--- src/rtl/fetch_pkg.sv ---
// Shared definitions for the fetch -> decode instruction queue.
// A fetch packet is {hit, predBJ, pc, instr}, 66 bits, hit in the MSB.
package fetch_pkg;

  localparam int FETCH_ENTRY_W = 66;
  localparam int HIT_BIT       = 65;
  localparam int PRED_BIT      = 64;
  localparam int PC_MSB        = 63;
  localparam int PC_LSB        = 32;
  localparam int INSTR_MSB     = 31;
  localparam int INSTR_LSB     = 0;

  typedef struct packed {
    logic        hit;
    logic        pred_bj;
    logic [31:0] pc;
    logic [31:0] instr;
  } fetch_pkt_t;

endpackage

--- src/rtl/fetch_queue_ctrl_if.sv ---
// Handshake bundle between fetch/decode (master) and the fetch queue (slave).
interface fetch_queue_ctrl_if
  import fetch_pkg::*;
#(
  parameter int ENTRY_W = FETCH_ENTRY_W,
  parameter int PTR_W   = 3
);
  logic               flush;
  logic [1:0]         enq_vld;
  logic [ENTRY_W-1:0] enq_data1;
  logic [ENTRY_W-1:0] enq_data2;
  logic               stall_F;
  logic [1:0]         deq_rdy;
  logic [1:0]         deq_vld;
  logic [ENTRY_W-1:0] deq_data1;
  logic [ENTRY_W-1:0] deq_data2;
  logic [PTR_W:0]     count;

  modport master (
    output flush, enq_vld, enq_data1, enq_data2, deq_rdy,
    input  stall_F, deq_vld, deq_data1, deq_data2, count
  );

  modport slave (
    input  flush, enq_vld, enq_data1, enq_data2, deq_rdy,
    output stall_F, deq_vld, deq_data1, deq_data2, count
  );
endinterface

--- src/rtl/fq_checker.sv ---
// Simulation checks on the slot-pair encoding of the enqueue/dequeue handshakes.
module fq_checker (
  input logic       clk,
  input logic       reset,
  input logic [1:0] enq_vld,
  input logic [1:0] deq_rdy
);

  a_enq_pair: assert property (@(posedge clk) disable iff (!reset) enq_vld != 2'b10)
    else $error("fq_checker: enq_vld=10 is illegal");

  a_deq_pair: assert property (@(posedge clk) disable iff (!reset) deq_rdy != 2'b10)
    else $error("fq_checker: deq_rdy=10 is illegal");

endmodule

--- src/rtl/fq_regfile.sv ---
// Queue storage: two write ports (tail, tail+1) and two asynchronous read
// ports (head, head+1). The two write addresses are always distinct.
module fq_regfile #(
  parameter int ENTRY_W = 66,
  parameter int DEPTH   = 8,
  parameter int PTR_W   = 3
) (
  input  logic               clk,
  input  logic               we0,
  input  logic [PTR_W-1:0]   wa0,
  input  logic [ENTRY_W-1:0] wd0,
  input  logic               we1,
  input  logic [PTR_W-1:0]   wa1,
  input  logic [ENTRY_W-1:0] wd1,
  input  logic [PTR_W-1:0]   ra0,
  output logic [ENTRY_W-1:0] rd0,
  input  logic [PTR_W-1:0]   ra1,
  output logic [ENTRY_W-1:0] rd1
);

  logic [ENTRY_W-1:0] mem_r [DEPTH];

  // Storage write; contents need no reset since validity is tracked by count
  always_ff @(posedge clk) begin
    if (we0) begin
      mem_r[wa0] <= wd0;
    end
    if (we1) begin
      mem_r[wa1] <= wd1;
    end
  end

  assign rd0 = mem_r[ra0];
  assign rd1 = mem_r[ra1];

endmodule

--- src/rtl/fetch_queue_ctrl.sv ---
// Dual-issue fetch queue controller: up to two packets in and out per cycle,
// program order preserved, slot 2 squashed behind a predicted-taken slot 1.
module fetch_queue_ctrl
  import fetch_pkg::*;
#(
  parameter  int ENTRY_W = FETCH_ENTRY_W,
  parameter  int DEPTH   = 8,
  localparam int PTR_W   = $clog2(DEPTH)
) (
  input logic               clk,
  input logic               reset,
  fetch_queue_ctrl_if.slave fq
);

  localparam logic [PTR_W:0]   STALL_LVL = (PTR_W+1)'(DEPTH - 2);
  localparam logic [PTR_W:0]   CNT_ONE   = (PTR_W+1)'(1);
  localparam logic [PTR_W:0]   CNT_TWO   = (PTR_W+1)'(2);
  localparam logic [PTR_W-1:0] PTR_ONE   = PTR_W'(1);

  logic [PTR_W-1:0]   head_r;
  logic [PTR_W-1:0]   tail_r;
  logic [PTR_W:0]     count_r;

  logic               stall_s;
  logic               taken1_s;
  logic               enq_w0_s;
  logic               enq_w1_s;
  logic               deq_t0_s;
  logic               deq_t1_s;
  logic [1:0]         deq_vld_s;
  logic [PTR_W:0]     enq_n_s;
  logic [PTR_W:0]     deq_n_s;
  logic [ENTRY_W-1:0] rd0_s;
  logic [ENTRY_W-1:0] rd1_s;

  // Handshake decode; an enq_vld/deq_rdy of 10 yields no transfer at all
  always_comb begin
    stall_s   = (count_r > STALL_LVL);
    taken1_s  = fq.enq_data1[ENTRY_W-1] & fq.enq_data1[ENTRY_W-2];
    enq_w0_s  = ~stall_s & ~fq.flush & fq.enq_vld[0];
    enq_w1_s  = enq_w0_s & fq.enq_vld[1] & ~taken1_s;
    deq_vld_s = {(count_r >= CNT_TWO), (count_r >= CNT_ONE)};
    deq_t0_s  = deq_vld_s[0] & fq.deq_rdy[0];
    deq_t1_s  = deq_vld_s[1] & fq.deq_rdy[1] & fq.deq_rdy[0];
    enq_n_s   = {{PTR_W{1'b0}}, enq_w0_s} + {{PTR_W{1'b0}}, enq_w1_s};
    deq_n_s   = {{PTR_W{1'b0}}, deq_t0_s} + {{PTR_W{1'b0}}, deq_t1_s};
  end

  // Pointer and occupancy update; reset dominates flush, flush dominates traffic
  always_ff @(posedge clk) begin
    if (!reset) begin
      head_r  <= {PTR_W{1'b0}};
      tail_r  <= {PTR_W{1'b0}};
      count_r <= {(PTR_W+1){1'b0}};
    end else if (fq.flush) begin
      head_r  <= {PTR_W{1'b0}};
      tail_r  <= {PTR_W{1'b0}};
      count_r <= {(PTR_W+1){1'b0}};
    end else begin
      head_r  <= head_r + deq_n_s[PTR_W-1:0];
      tail_r  <= tail_r + enq_n_s[PTR_W-1:0];
      count_r <= count_r + enq_n_s - deq_n_s;
    end
  end

  fq_regfile #(
    .ENTRY_W (ENTRY_W),
    .DEPTH   (DEPTH),
    .PTR_W   (PTR_W)
  ) u_regfile (
    .clk (clk),
    .we0 (enq_w0_s),
    .wa0 (tail_r),
    .wd0 (fq.enq_data1),
    .we1 (enq_w1_s),
    .wa1 (tail_r + PTR_ONE),
    .wd1 (fq.enq_data2),
    .ra0 (head_r),
    .rd0 (rd0_s),
    .ra1 (head_r + PTR_ONE),
    .rd1 (rd1_s)
  );

  fq_checker u_checker (
    .clk     (clk),
    .reset   (reset),
    .enq_vld (fq.enq_vld),
    .deq_rdy (fq.deq_rdy)
  );

  assign fq.stall_F   = stall_s;
  assign fq.deq_vld   = deq_vld_s;
  assign fq.deq_data1 = rd0_s;
  assign fq.deq_data2 = rd1_s;
  assign fq.count     = count_r;

endmodule

--- src/flat_wrapper.sv ---
// flat-port wrapper written by rule: the top's interface ports become plain ports
module fetch_queue_ctrl_flat import fetch_pkg::*;
#(
  parameter  int ENTRY_W = FETCH_ENTRY_W,
  parameter  int DEPTH   = 8,
  localparam int PTR_W   = $clog2(DEPTH)
)
  (clk, reset, fq_flush, fq_enq_vld, fq_enq_data1, fq_enq_data2, fq_deq_rdy, fq_stall_F, fq_deq_vld, fq_deq_data1, fq_deq_data2, fq_count);
  fetch_queue_ctrl_if #(.ENTRY_W(ENTRY_W), .PTR_W((3))) fq_i ();
  input logic clk;
  input logic reset;
  input wire logic [$bits(fq_i.flush)-1:0] fq_flush;
  input wire logic [$bits(fq_i.enq_vld)-1:0] fq_enq_vld;
  input wire logic [$bits(fq_i.enq_data1)-1:0] fq_enq_data1;
  input wire logic [$bits(fq_i.enq_data2)-1:0] fq_enq_data2;
  input wire logic [$bits(fq_i.deq_rdy)-1:0] fq_deq_rdy;
  output wire logic [$bits(fq_i.stall_F)-1:0] fq_stall_F;
  output wire logic [$bits(fq_i.deq_vld)-1:0] fq_deq_vld;
  output wire logic [$bits(fq_i.deq_data1)-1:0] fq_deq_data1;
  output wire logic [$bits(fq_i.deq_data2)-1:0] fq_deq_data2;
  output wire logic [$bits(fq_i.count)-1:0] fq_count;
  assign fq_i.flush = fq_flush;
  assign fq_i.enq_vld = fq_enq_vld;
  assign fq_i.enq_data1 = fq_enq_data1;
  assign fq_i.enq_data2 = fq_enq_data2;
  assign fq_i.deq_rdy = fq_deq_rdy;
  assign fq_stall_F = fq_i.stall_F;
  assign fq_deq_vld = fq_i.deq_vld;
  assign fq_deq_data1 = fq_i.deq_data1;
  assign fq_deq_data2 = fq_i.deq_data2;
  assign fq_count = fq_i.count;
  fetch_queue_ctrl #(.ENTRY_W(ENTRY_W), .DEPTH(DEPTH)) u_core (.clk(clk), .reset(reset), .fq(fq_i));
endmodule
--- config.mk ---
export PLATFORM = sky130hd
export DESIGN_NAME = fetch_queue_ctrl_flat
export DESIGN_NICKNAME = d
export VERILOG_FILES = /design/src/rtl/fetch_pkg.sv /design/src/rtl/fetch_queue_ctrl_if.sv /design/src/rtl/fq_checker.sv /design/src/rtl/fq_regfile.sv /design/src/rtl/fetch_queue_ctrl.sv /design/src/flat_wrapper.sv
export SDC_FILE = /design/constraint.sdc
export NUM_CORES = 1
export LEC_CHECK = 0
export CORE_MARGIN = 4
export CORE_UTILIZATION = 40
export DETAILED_ROUTE_END_ITERATION = 6
export GPL_TIMING_DRIVEN = 0
export MAX_ROUTING_LAYER = met4
export SYNTH_ARGS = -nofsm -noshare
export SYNTH_HDL_FRONTEND = slang
export SYNTH_SLANG_ARGS = --single-unit
--- constraint.sdc ---
create_clock -name clk -period 5.7 [get_ports clk]
set_clock_uncertainty 0.1 [all_clocks]
set_input_delay 1.14 -clock clk [delete_from_list [all_inputs] [get_ports clk]]
set_output_delay 1.14 -clock clk [all_outputs]
set_load 0.01 [all_outputs]
* Word-level counts from Yosys, hierarchy flattened
Memories as Yosys holds them, arrays and structs flattened. A register that Yosys moved wholly into a read port is not among the register bits.
Index checks and enable logic that the tools add are counted.
** Storage, ports and cells
- Register bits :: 10
- Bits in latches :: 0
- Bits in writable memories :: 528
- Bits in read-only memories :: 0
- Bits of input ports :: 139
- Output and inout port bits :: 139
- Word-level logic and storage cells :: 33
- Memories :: 1
** Cells by class
- Add/subtract/negate cells :: 8
- Multiply operators :: 0
- Divide/modulo/power cells :: 0
- Order comparisons :: 3
- Eq/ne operators :: 0
- Shift-type cells :: 0
- Multiplexer cells :: 5
- Bitwise logic cells :: 12
- Reductions and logical operators :: 1
** Memories
- u_core.u_regfile.mem_r :: depth 8, width 66, read ports 2, clocked after Yosys merged registers in 1, wr ports 2, line fq_regfile.sv:21 : logic [ENTRY_W-1:0] mem_r [DEPTH];
** Operators by type and width (count)
- $and A1 B1 Y1 :: 8
- $add A3 B1 Y3 const B :: 2
- $add A3 B3 Y3 :: 2
- $add A1 B1 Y2 :: 2
- $add A4 B4 Y4 :: 1
- $ge A4 B1 Y1 const B :: 1
- $ge A4 B2 Y1 const B :: 1
- $gt A4 B3 Y1 const B :: 1
- $mux W1 :: 4
- $not A1 Y1 :: 4
- $sub A4 B4 Y4 :: 1
- $mux W3 :: 1
- $reduce_or A2 Y1 :: 1

* Longest topological paths before layout
- Depth in word-level cells :: 9
- Gate-level depth with buffers :: 15
- Mapped depth without buffers :: 14

* Modules after synthesis
From an unflattened synthesis, not the netlist that was laid out.
** Unflattened totals
- Cell total of the unflattened synthesis :: 1677
- Area, all modules :: 30810.8 um^2
** By module, submodules not included
- fq_regfile :: times used 1, cells each 1606, area an instance 30105.1 um^2, seq. area each 15855.2 um^2
- fetch_queue_ctrl :: times used 1, cells each 71, area an instance 705.7 um^2, seq. area each 200.2 um^2

* Worst setup path after synthesis
Ideal clock, no wire load.
- Path kind :: input -> register
- Start :: input fq_enq_data1[64]
- End :: memory u_core.u_regfile.mem_r[3][0] (enable)
- Setup time :: 512 ps
- Data arrival time :: 5128 ps
- Required time :: 5088 ps
- Slack :: -40 ps
- Stages on the path :: 4
- Path buffers :: 1
- Cell sequence :: clkbuf_1 a21bo_2 or3_1 a21oi_1
** RTL lines
- start: declaration :: line flat_wrapper.sv:14 : input wire logic [$bits(fq_i.enq_data1)-1:0] fq_enq_data1;
- end: declaration :: line fq_regfile.sv:21

* Worst setup path in the final report
- Start :: register u_core.head_r[0]
- End :: output fq_deq_data2[2]
** On the way
- Longest elaborated chain between the ends :: 2
** RTL lines
- start: declaration :: line fetch_queue_ctrl.sv:20 : logic [PTR_W-1:0] head_r;
- start signal: assignment :: line fetch_queue_ctrl.sv:52 : head_r <= {PTR_W{1'b0}};
- start signal: assignment :: line fetch_queue_ctrl.sv:56 : head_r <= {PTR_W{1'b0}};
- start signal: assignment :: line fetch_queue_ctrl.sv:60 : head_r <= head_r + deq_n_s[PTR_W-1:0];
- $add A3 B1 Y3 :: line fetch_queue_ctrl.sv:80 : .ra1 (head_r + PTR_ONE),
- $mem_v2 Z8 W66
- end: declaration :: line flat_wrapper.sv:20 : output wire logic [$bits(fq_i.deq_data2)-1:0] fq_deq_data2;
No other way between the ends.

==> results.md <==
| Parameter | Value | Unit |
|:---|:---|:---|
| Status | complete, no violations | - |
| Ratio of total power to cell area | 305 | nW/um^2 |
| Depth of the worst register-to-register path | 15 | - |
| Num CTS Buffers | 60 | - |
| Number of inserted filler cells in the final layout | 6,493 | - |
| Worst min path class | flip-flop to flip-flop | - |
| Transition at the pin with the smallest max-transition slack | 1300 | ps |
| Capturing element type of the critical path | output pin | - |
| Total number of vias | 18,515 | - |
| Post-DP HPWL | 64.2 | mm |
| Proportion of synthesized chip area in sequential cells | 0.519 | - |
| CP Data Required Time | 4460 | ps |
| Portion of the clock cycle consumed by the worst path in the final layout | 0.958 | - |
| WP data arrival | 4220 | ps |
| Sinks on Clock Net | 538 | - |
| Maximum clock frequency | 183 | MHz |
| Area of the core | 76,300 | sq um |
| Synth-to-Final Area Change | 21.2 | % |
| Remaining max-slew budget at the tightest pin | 0.136 | - |
| I/O pins | 278 | - |
| Routed Wire Length | 96.9 | mm |
| Flop and latch count out of synthesis | 538 | - |
| Synth Area per Inst | 18.2 | sq um |
| Final Net Count | 2,221 | - |
| Multi-input combinational cell area | 14,100 | sq um |
| EDFF count, synth | 528 | - |
| Remaining antenna violation count after routing | 0 | - |
| Number of global-route vias before repair | 19,778 | - |
| RSZ-0062 raised after global routing | false | - |
| Capture point of the worst reg-to-reg path | u_core.fq.count[3]$_SDFF_PP0_ | - |
| Largest net degree at the start of global routing | 22 | - |
| Synthesis Warnings | 0 | - |
| Insertion delay of the later-clocked pin in the worst-skew pair | 640 | ps |
| Total die area | 81,800 | sq um |
| Final slew viol count | 0 | - |
| Leading cell types by total area after synthesis | sky130_fd_sc_hd__edfxtp_1 (51%), sky130_fd_sc_hd__mux2_2 (19%), sky130_fd_sc_hd__mux4_2 (19%) | - |
| Seq. cell area | 16,100 | sq um |
| Leakage power | 11.7 | nW |
| Via density | 5.86 | - |
| Wire length of the first global-routing pass | 139 | mm |
| GPL Wtd Cong | 0.791 | - |
| Critical R2R Launch | u_core.fq.count[3]$_SDFF_PP0_ | - |
| Proportion of register bits with asynchronous set or reset after synthesis | 0 | - |
| Hold worst-path end | u_core.tail_r[0]$_SDFF_PP0_ | - |
| Max-cap viol count | 0 | - |
| Number of rows created at floorplan | 101 | - |
| Count of final hold-check violations | 0 | - |
| Post-synthesis instance total | 1,701 | - |
| Cell area after synthesis | 30,900 | sq um |
| Top cells by count, synth | sky130_fd_sc_hd__edfxtp_1 (528), sky130_fd_sc_hd__mux2_2 (528), sky130_fd_sc_hd__mux4_2 (264) | - |
| Final setup violation count | 0 | - |
| Cell depth of the worst hold path | 2 | - |
| Count of hold buffers inserted by post-cts repair | 0 | - |
| First-pass iteration count of the detailed router | 5 | - |
| Cell area after placement | 35,700 | sq um |
| Count of unique library cells instantiated by Yosys | 41 | - |
| Iter 0 DRT Violations | 1,679 | - |
| Fin area | 37,500 | sq um |
| Hold_ws | 539 | ps |
| Number of buffers inserted by port buffering | 275 | - |
| Fraction of layout cells with a size suffix above 1 | 0.472 | - |
| Initial core utilization | 0.405 | - |
| Post-layout total power | 11.4 | mW |
| End-of-flow core utilization | 0.491 | - |
| Peak supply drop | 0.000292 | V |
| GRT Util Overall | 0.241 | - |
| Crit Path Max Fanout | 10 | - |
| Kind of launch point of the worst setup path | flip-flop | - |
| Final min period | 5460 | ps |
| Clock-pin slew of the registers on the worst-case setup and hold paths | 60 | ps |
| Classification of the worst setup path | flip-flop to output pin | - |
| CTS tree | yes | - |
| Drt drc | 0 | - |
| Die height | 286 | um |
| Top-area cell type share of the netlist area | 0.513 | - |
| Worst-case register-to-register setup slack | 2090 | ps |
| Aggregate global routing overflow | 0 | - |
| Initial antenna violation count | 12 | - |
| Routed length per instance | 30.7 | um |
| Die W | 286 | um |
| Net count after synthesis | 1,856 | - |
| Cell at the root of the clock tree | sky130_fd_sc_hd__clkbuf_16 | - |
| Launch instance of the worst min-delay path | u_core.tail_r[0]$_SDFF_PP0_ | - |
| H-tree depth | 2 | - |
| Most common flop cell mapped by yosys | sky130_fd_sc_hd__edfxtp_1 | - |
| Largest area contributor in the netlist | sky130_fd_sc_hd__edfxtp_1 | - |
| Maximum number of buffers from clock root to sink | 3 | - |
==> metrics by stage <==
| stage | setup WS [ps] | setup TNS, ps | std cells |
|---|---|---|---|
| after floorplan | 28.1 | 0 | 1701 |
| after global placement | -5160 | -1851220 | 3006 |
| after detailed placement | 638 | 0 | 3034 |
| after CTS | 106 | 0 | 3148 |
| after global routing | 10.8 | 0 | 3160 |
| final | 241 | 0 | 3161 |
==> state kept, by name, indices dropped and copies added (netlist names) <==
| register | cells |
|---|---|
| u_core.head_r | 3 |
| u_core.fq.count | 4 |
| u_core.tail_r | 3 |
| u_core.u_regfile.mem_r | 528 |
==> where the power goes <==
part	internal [mW]	switching [mW]	total, mW
combinational	1.78	1.55	3.33
sequential	4.46	0.0447	4.50
clock	1.93	1.64	3.58
total	8.17	3.24	11.4
==> logic make-up (layout without fill, tap and decap cells) <==
| logic type | Yosys count | in the layout | share of synthesized area |
|---|---|---|---|
| AOI/OAI and AO/OA | 15 | 15 | 0.00336 |
| xor gates and xnor gates | 7 | 7 | 0.00223 |
| adders and majority gates | 16 | 16 | 0.00745 |
| buffers and inverters | 152 | 569 | 0.0256 |
| DFF | 538 | 538 | 0.519 |
| muxes | 924 | 924 | 0.433 |
| other | 0 | 13 | 0 |
| and+or+nand+nor | 49 | 49 | 0.00915 |
==> timing repair <==
| action | CTS | global route |
|---|---|---|
| pin swaps | 0 | 0 |
| resized for setup | 1 | 2 |
| setup endpoints to repair | 4 | 1 |
| buffers inserted | 0 | 0 |
==> per-layer routing <==
| layer | global-route usage | vias to the layer above | share of wire |
|---|---|---|---|
| met5 | - | - | 0 |
| li1 | - | 7925 | - |
| met1 | 0.314 | 9847 | 0.42 |
| met2 | 0.394 | 595 | 0.50 |
| met4 | 0.0642 | 0 | 0.025 |
| met3 | 0.0402 | 148 | 0.059 |
==> how the worst max path moves through the flow <==
stage                                      from                                 endpoint  slack [ps]  cells after the start
floorplan                              fq_flush   u_core.u_regfile.mem_r[6][0]$_DFFE_PP_          30                      4
global placement                       fq_flush  u_core.u_regfile.mem_r[6][32]$_DFFE_PP_       -5160                      5
detailed placement  u_core.head_r[0]$_SDFF_PP0_                          fq_deq_data2[3]         640                      7
CTS                 u_core.head_r[0]$_SDFF_PP0_                          fq_deq_data2[2]         110                      6
global route        u_core.head_r[0]$_SDFF_PP0_                          fq_deq_data2[2]          10                      6
finish              u_core.head_r[0]$_SDFF_PP0_                          fq_deq_data2[2]         240                      6
==> layout by cell type (no fill, tap or decap), drive strengths merged, types with 2 or more instances in the layout <==
cell type and count:
a21boi 2, a21oi 5, a31oi 3, and2 6, buf 132, clkbuf 108
clkdlybuf4s50 275, clkinv 36, dfxtp 10, diode 13, edfxtp 528, fa 4
ha 12, inv 16, mux2 660, mux4 264, nand2 4, nand2b 2
nand3 4, nand3b 2, nand4 4, nor2 15, nor3 3, nor4 4
or3 2, xnor2 4, xor2 3
==> critical path: stages, from the launching register on <==
cell                              delay [ps]
sky130_fd_sc_hd__dfxtp_1                 340
sky130_fd_sc_hd__ha_1                    290
sky130_fd_sc_hd__clkbuf_1                500
sky130_fd_sc_hd__clkdlybuf4s15_1         930
sky130_fd_sc_hd__mux4_2                  610
sky130_fd_sc_hd__mux2_2                  270
sky130_fd_sc_hd__clkdlybuf4s50_1         620
==> final cells by class <==
| type | count | share of cell area |
|---|---|---|
| Inverter | 14 | 0.00140 |
| Clock inverter | 39 | 0.00544 |
| Buffer | 138 | 0.0199 |
| Multi-Input combinational cell | 1011 | 0.377 |
| Tap cell | 1030 | 0.0344 |
| Timing Repair Buffer | 303 | 0.0904 |
| Clock buffer | 75 | 0.0416 |
| Sequential cell | 538 | 0.429 |
| Antenna cell | 13 | 0.000868 |
No activity file was read; power rests on OpenSTA's default activity.
